[config.mk]
export PLATFORM = sky130hd
export DESIGN_NAME = mem_port_arbiter
export DESIGN_NICKNAME = d
export VERILOG_FILES = /design/src/rtl/mem_port_arbiter.sv
export SDC_FILE = /design/constraint.sdc
export NUM_CORES = 1
export LEC_CHECK = 0
export BUFFER_PORTS_ARGS = -buffer_cell sky130_fd_sc_hd__buf_2
export CORE_MARGIN = 1
export CORE_UTILIZATION = 45
export CTS_CLUSTER_DIAMETER = 50
export DETAILED_ROUTE_END_ITERATION = 10
export GPL_ROUTABILITY_DRIVEN = 0
export PLACE_DENSITY = 0.79
export RECOVER_POWER = 25
export SLEW_MARGIN = 20
export SYNTH_ARGS = -nofsm -noshare
export SYNTH_HDL_FRONTEND = slang
export SYNTH_SLANG_ARGS = --single-unit
export TNS_END_PERCENT = 100
[constraint.sdc]
create_clock -name clk -period 3.7 [get_ports clk]
set_input_delay 0.185 -clock clk [delete_from_list [all_inputs] [get_ports clk]]
set_output_delay 0.185 -clock clk [all_outputs]
set_load 0.02 [all_outputs]
[src/rtl/mem_port_arbiter.sv]
// Shares one single-ported memory between instruction fetch and the MEM stage.
// Data requests win unless fetch has been starved STARVE_LIMIT times in a row.
module mem_port_arbiter #(
   parameter int ADDR_W       = 9,
   parameter int WAIT_STATES  = 1,
   parameter int STARVE_LIMIT = 2
) (
   input  logic              clk,
   input  logic              reset,
   input  logic              if_req,
   input  logic [31:0]       if_addr,
   output logic              if_ready,
   output logic [31:0]       if_rdata,
   input  logic              dm_req,
   input  logic              dm_write,
   input  logic [31:0]       dm_addr,
   input  logic [31:0]       dm_wdata,
   input  logic [1:0]        dm_size,
   output logic              dm_ready,
   output logic [31:0]       dm_rdata,
   output logic              mem_en,
   output logic              mem_rw,
   output logic [ADDR_W-1:0] mem_addr,
   output logic [31:0]       mem_wdata,
   output logic [1:0]        mem_size,
   input  logic [31:0]       mem_rdata
);

   typedef enum logic [1:0] {IDLE, BUSY, RESP} state_t;

   localparam logic [2:0] WAIT_INIT = 3'(WAIT_STATES);
   localparam logic [2:0] LIMIT     = 3'(STARVE_LIMIT);

   state_t     state_reg;
   logic [2:0] wait_cnt_reg;
   logic [2:0] starve_cnt_reg;
   logic       owner_reg;      // 1 = data port owns the current access
   logic       grant_data;

   // Upper address bits are deliberately dropped (addresses wrap).
   logic unused_addr_bits;
   assign unused_addr_bits = ^{if_addr[31:ADDR_W], dm_addr[31:ADDR_W]};

   assign grant_data = dm_req && !(if_req && (starve_cnt_reg == LIMIT));

   always_ff @(posedge clk or posedge reset) begin
      if (reset) begin
         state_reg      <= IDLE;
         wait_cnt_reg   <= '0;
         starve_cnt_reg <= '0;
         owner_reg      <= 1'b0;
         if_ready       <= 1'b0;
         dm_ready       <= 1'b0;
         if_rdata       <= '0;
         dm_rdata       <= '0;
         mem_en         <= 1'b0;
         mem_rw         <= 1'b0;
         mem_addr       <= '0;
         mem_wdata      <= '0;
         mem_size       <= '0;
      end else begin
         case (state_reg)
            IDLE: begin
               if (if_req || dm_req) begin
                  state_reg    <= BUSY;
                  wait_cnt_reg <= WAIT_INIT;
                  owner_reg    <= grant_data;
                  mem_en       <= 1'b1;
                  if (grant_data) begin
                     mem_rw    <= dm_write;
                     mem_addr  <= dm_addr[ADDR_W-1:0];
                     mem_wdata <= dm_wdata;
                     mem_size  <= dm_size;
                     // Data only wins a contested grant below the limit, so no overflow here.
                     starve_cnt_reg <= if_req ? starve_cnt_reg + 3'd1 : 3'd0;
                  end else begin
                     mem_rw         <= 1'b0;
                     mem_addr       <= if_addr[ADDR_W-1:0];
                     mem_wdata      <= '0;
                     mem_size       <= 2'b10;
                     starve_cnt_reg <= 3'd0;
                  end
               end
            end
            BUSY: begin
               if (wait_cnt_reg == 3'd0) begin
                  if (!mem_rw) begin
                     if (owner_reg) dm_rdata <= mem_rdata;
                     else           if_rdata <= mem_rdata;
                  end
                  dm_ready  <= owner_reg;
                  if_ready  <= !owner_reg;
                  state_reg <= RESP;
                  mem_en    <= 1'b0;
                  mem_rw    <= 1'b0;
                  mem_addr  <= '0;
                  mem_wdata <= '0;
                  mem_size  <= '0;
               end else begin
                  wait_cnt_reg <= wait_cnt_reg - 3'd1;
               end
            end
            RESP: begin
               // Bubble cycle: requesters drop or renew before the next arbitration.
               if_ready  <= 1'b0;
               dm_ready  <= 1'b0;
               state_reg <= IDLE;
            end
            default: state_reg <= IDLE;
         endcase
      end
   end

endmodule

==> results.yml <==
final_layout:
  nFillCells: 688
  multi_input_area_mm2: 0.00161
  nets: 750
  final_cell_count_no_fill: 760
  final-seq-area_mm2: 0.00300
  drive_gt1_share_pct: 42.8
  syn_to_final_growth_pct: 51.9
  top_regs: "dm_rdata: 32 flops, if_rdata: 32 flops, mem_wdata: 32 flops"
  n_antenna_cell: 0
yosys:
  synthFlopType: "dfrtp_1"
  synth_area_leaders: "dfrtp_1 63%, mux2_4 9.4%, mux2_2 7.5%, a22o_1 6.4%, o21ai_0 1.5%"
  synth_area_mm2: 0.00478
  synth_top_area_share_pct: 62.8
  async_reset_ff_share_pct: 100
  syn_avg_cell_area_um2: 14.9
  synth_nets: 459
  ys_warn_count: 0
  synth_most_common_cell: "dfrtp_1"
  synth-edff-count: 0
  syn_inst: 320
  synthDistinctLibCells: 35
  yosysTopAreaCell: "dfrtp_1"
  yosysSeqAreaShare_pct: 62.8
  synth-seq-cells: 120
  synth_common_cells: "120 x dfrtp_1, 35 x a22o_1, 32 x mux2_2, 30 x mux2_4, 18 x nand2_1"
placement:
  place_ws_ns: 1.28
  hpwl_um: 7420
  numPortBuffers: 199
  dp.cells: 642
timing:
  setup_ws_ns: 1.13
  fin_tns_setup_ns: 0
  post-route-period-util_pct: 69.6
  max-slew-margin-rel_pct: -44.0
  max_freq_mhz: 388
  rsz0062_at_grt: "false"
  period_needed_ns: 2.57
  slew_viol_final: 52
  hold_viol: 0
  worst_slew_pin_slew_ns: 2.15
  fin_worst_skew_ns: 0.00831
  setup_viol_count_final: 0
pwr:
  power_density_mw_per_mm2: 961
  combPwrFrac_pct: 42.3
  clkPwrFrac_pct: 23.7
  p_sw_mw: 2.70
  total_power_mw: 6.98
  p_leak_nw: 3.63
  ir_worst_vdd_v: 0.000463
  pwr-share-seq_pct: 34.0
  intPower_mw: 4.28
  swShare_pct: 38.7
floorplan:
  dieArea_mm2: 0.0110
  core_area_mm2: 0.0103
  die_h_um: 105
  rows: 37
  pin_count: 246
  start_util_pct: 46.3
  die_w_um: 105
clock_network:
  clock-sinks: 120
  cts_resized: 0
  postCtsSetupBuffers: 0
  cts_tree: "yes"
  clock_path_buffers: 2
  cts-buffers-inserted: 17
  root_buffer: "clkbuf_8"
  cts.clk_slew.worst_paths_ns: 0.06
  htree_num_levels: 4
  clk_latency_ns: 0.50
drt:
  wl_um: 12700
  detail-route-antenna-nets: 0
  wl_per_cell_um: 16.8
  drtPass1Iterations: 5
  vias_per_cell: 5.10
  via_count: 3878
  first_iter_violations: 180
  drc_errors: 0
critical_path:
  worstPathArrival_ns: 2.95
  endpoint_kind: "flip-flop"
  worstPathMaxFanout: 32
  cp_data_required_time_ns: 4.08
  start_kind: "flip-flop"
  path_class: "flip-flop to flip-flop"
run_status:
  violations: "max-capacitance violations, max-slew violations"
  status: "complete, but fails checks"
global_routing:
  grt_max_degree: 52
  grt_pass1_vias: 4184
  grt_overflow_total: 0
  track_usage_pct: 24.1
  antenna_found_initial: 0
  grt_pass1_wl_um: 20600
hold_path:
  holdCritPathClass: "input port to flip-flop"
run:
  drv_cap: 1
-- worst paths after layout --
check / start / to / slack, ns / depth (start not counted)
setup / recovery: wait_cnt_reg[0] / dm_rdata[31] / 1.13 / 6
hold / removal: dm_req / starve_cnt_reg[2] / 0.05 / 2
setup reg to reg: wait_cnt_reg[0] / dm_rdata[31] / 1.13 / 6
hold reg to reg: mem_en / mem_en / 0.48 / 2
max in group asynchronous: reset / mem_wdata[5] / 1.55 / 4
min in group asynchronous: reset / if_rdata[3] / 0.83 / 3
-- area by class of cell --
class / count / area share (%)
Timing Repair Buffer: 290 / 25.4
Inverter: 7 / 0.379
Clock buffer: 19 / 5.94
Tap cell: 136 / 2.34
Clock inverter: 13 / 2.34
Multi-Input combinational cell: 175 / 22.2
Sequential cell: 120 / 41.3
-- cell usage in the layout, fill, tap and decap left out, drive strengths merged --
master       synthesis  layout
a21boi               1       1
a21o                 3       3
a21oi                2       2
a22o                35      35
a22oi                9       9
a32o                 1       1
and2                 1       1
and3                 1       1
buf                 16     167
bufinv               0       3
clkbuf               2      56
clkinv               0       4
clkinvlp             0       4
dfrtp              120     120
dlygate4sd3          0      86
ha                   4       4
inv                  7       9
mux2                64      64
nand2               19      19
nand2b               3       3
nand3                3       3
nand3b               3       3
nand4bb              1       1
nor2                 3       3
nor2b                1       1
nor3                 1       1
o21ai               14      14
o21bai               1       1
o22ai                1       1
o31ai                1       1
or2                  1       1
or3                  1       1
or4b                 1       1
-- worst max-delay path: stages, from the launching register on --
cell and delay [ns]:
dfrtp_1 0.36, inv_1 0.13, ha_1 0.23, nand4bb_1 0.34, nor2_2 0.19, nand2_2 0.61, mux2_4 0.56
-- power by group through the flow --
stage,clock (mW),combinational [mW],sequential [mW]
global route,1.75,3.15,2.45
CTS,1.69,3.02,2.35
detailed placement,0,2.93,2.35
global placement,0,2.84,2.32
floorplan,0,1.29,3.07
finish,1.65,2.95,2.37
-- cell families after synthesis --
family                     after synthesis  synth area share, %
muxes                                   64                 17.4
and+or+nand+nor                         39                 4.79
AOI/OAI and AO/OA                       68                 10.8
adders and majority gates                4                 1.05
buffers and inverters                   25                 3.14
DFF                                    120                 62.8
-- timing repair --
action,4_1_cts,5_1_grt
hold endpoints to repair,160,0
setup endpoints to repair,0,0
hold buffers,86,0
-- through the flow --
step / hold WS, ns / util [%] / cell area, µm²
floorplan: 0.320 / - / 4780
global placement: 0.301 / 56.8 / 5860
detailed placement: 0.309 / 56.8 / 5860
CTS: 0.00760 / 71.0 / 7330
global route: 0.0329 / 70.4 / 7260
finish: 0.0474 / 70.4 / 7260
-- per-layer routing --
layer / GRT usage [%] / wire, µm / vias to the layer above
li1: - / - / 1749
met1: 27.7 / 5160 / 1922
met2: 43.0 / 6650 / 191
met3: 6.49 / 753 / 16
met4: 8.95 / 180 / 0
met5: 0 / 0 / -
(Power assumes the default switching activity.)
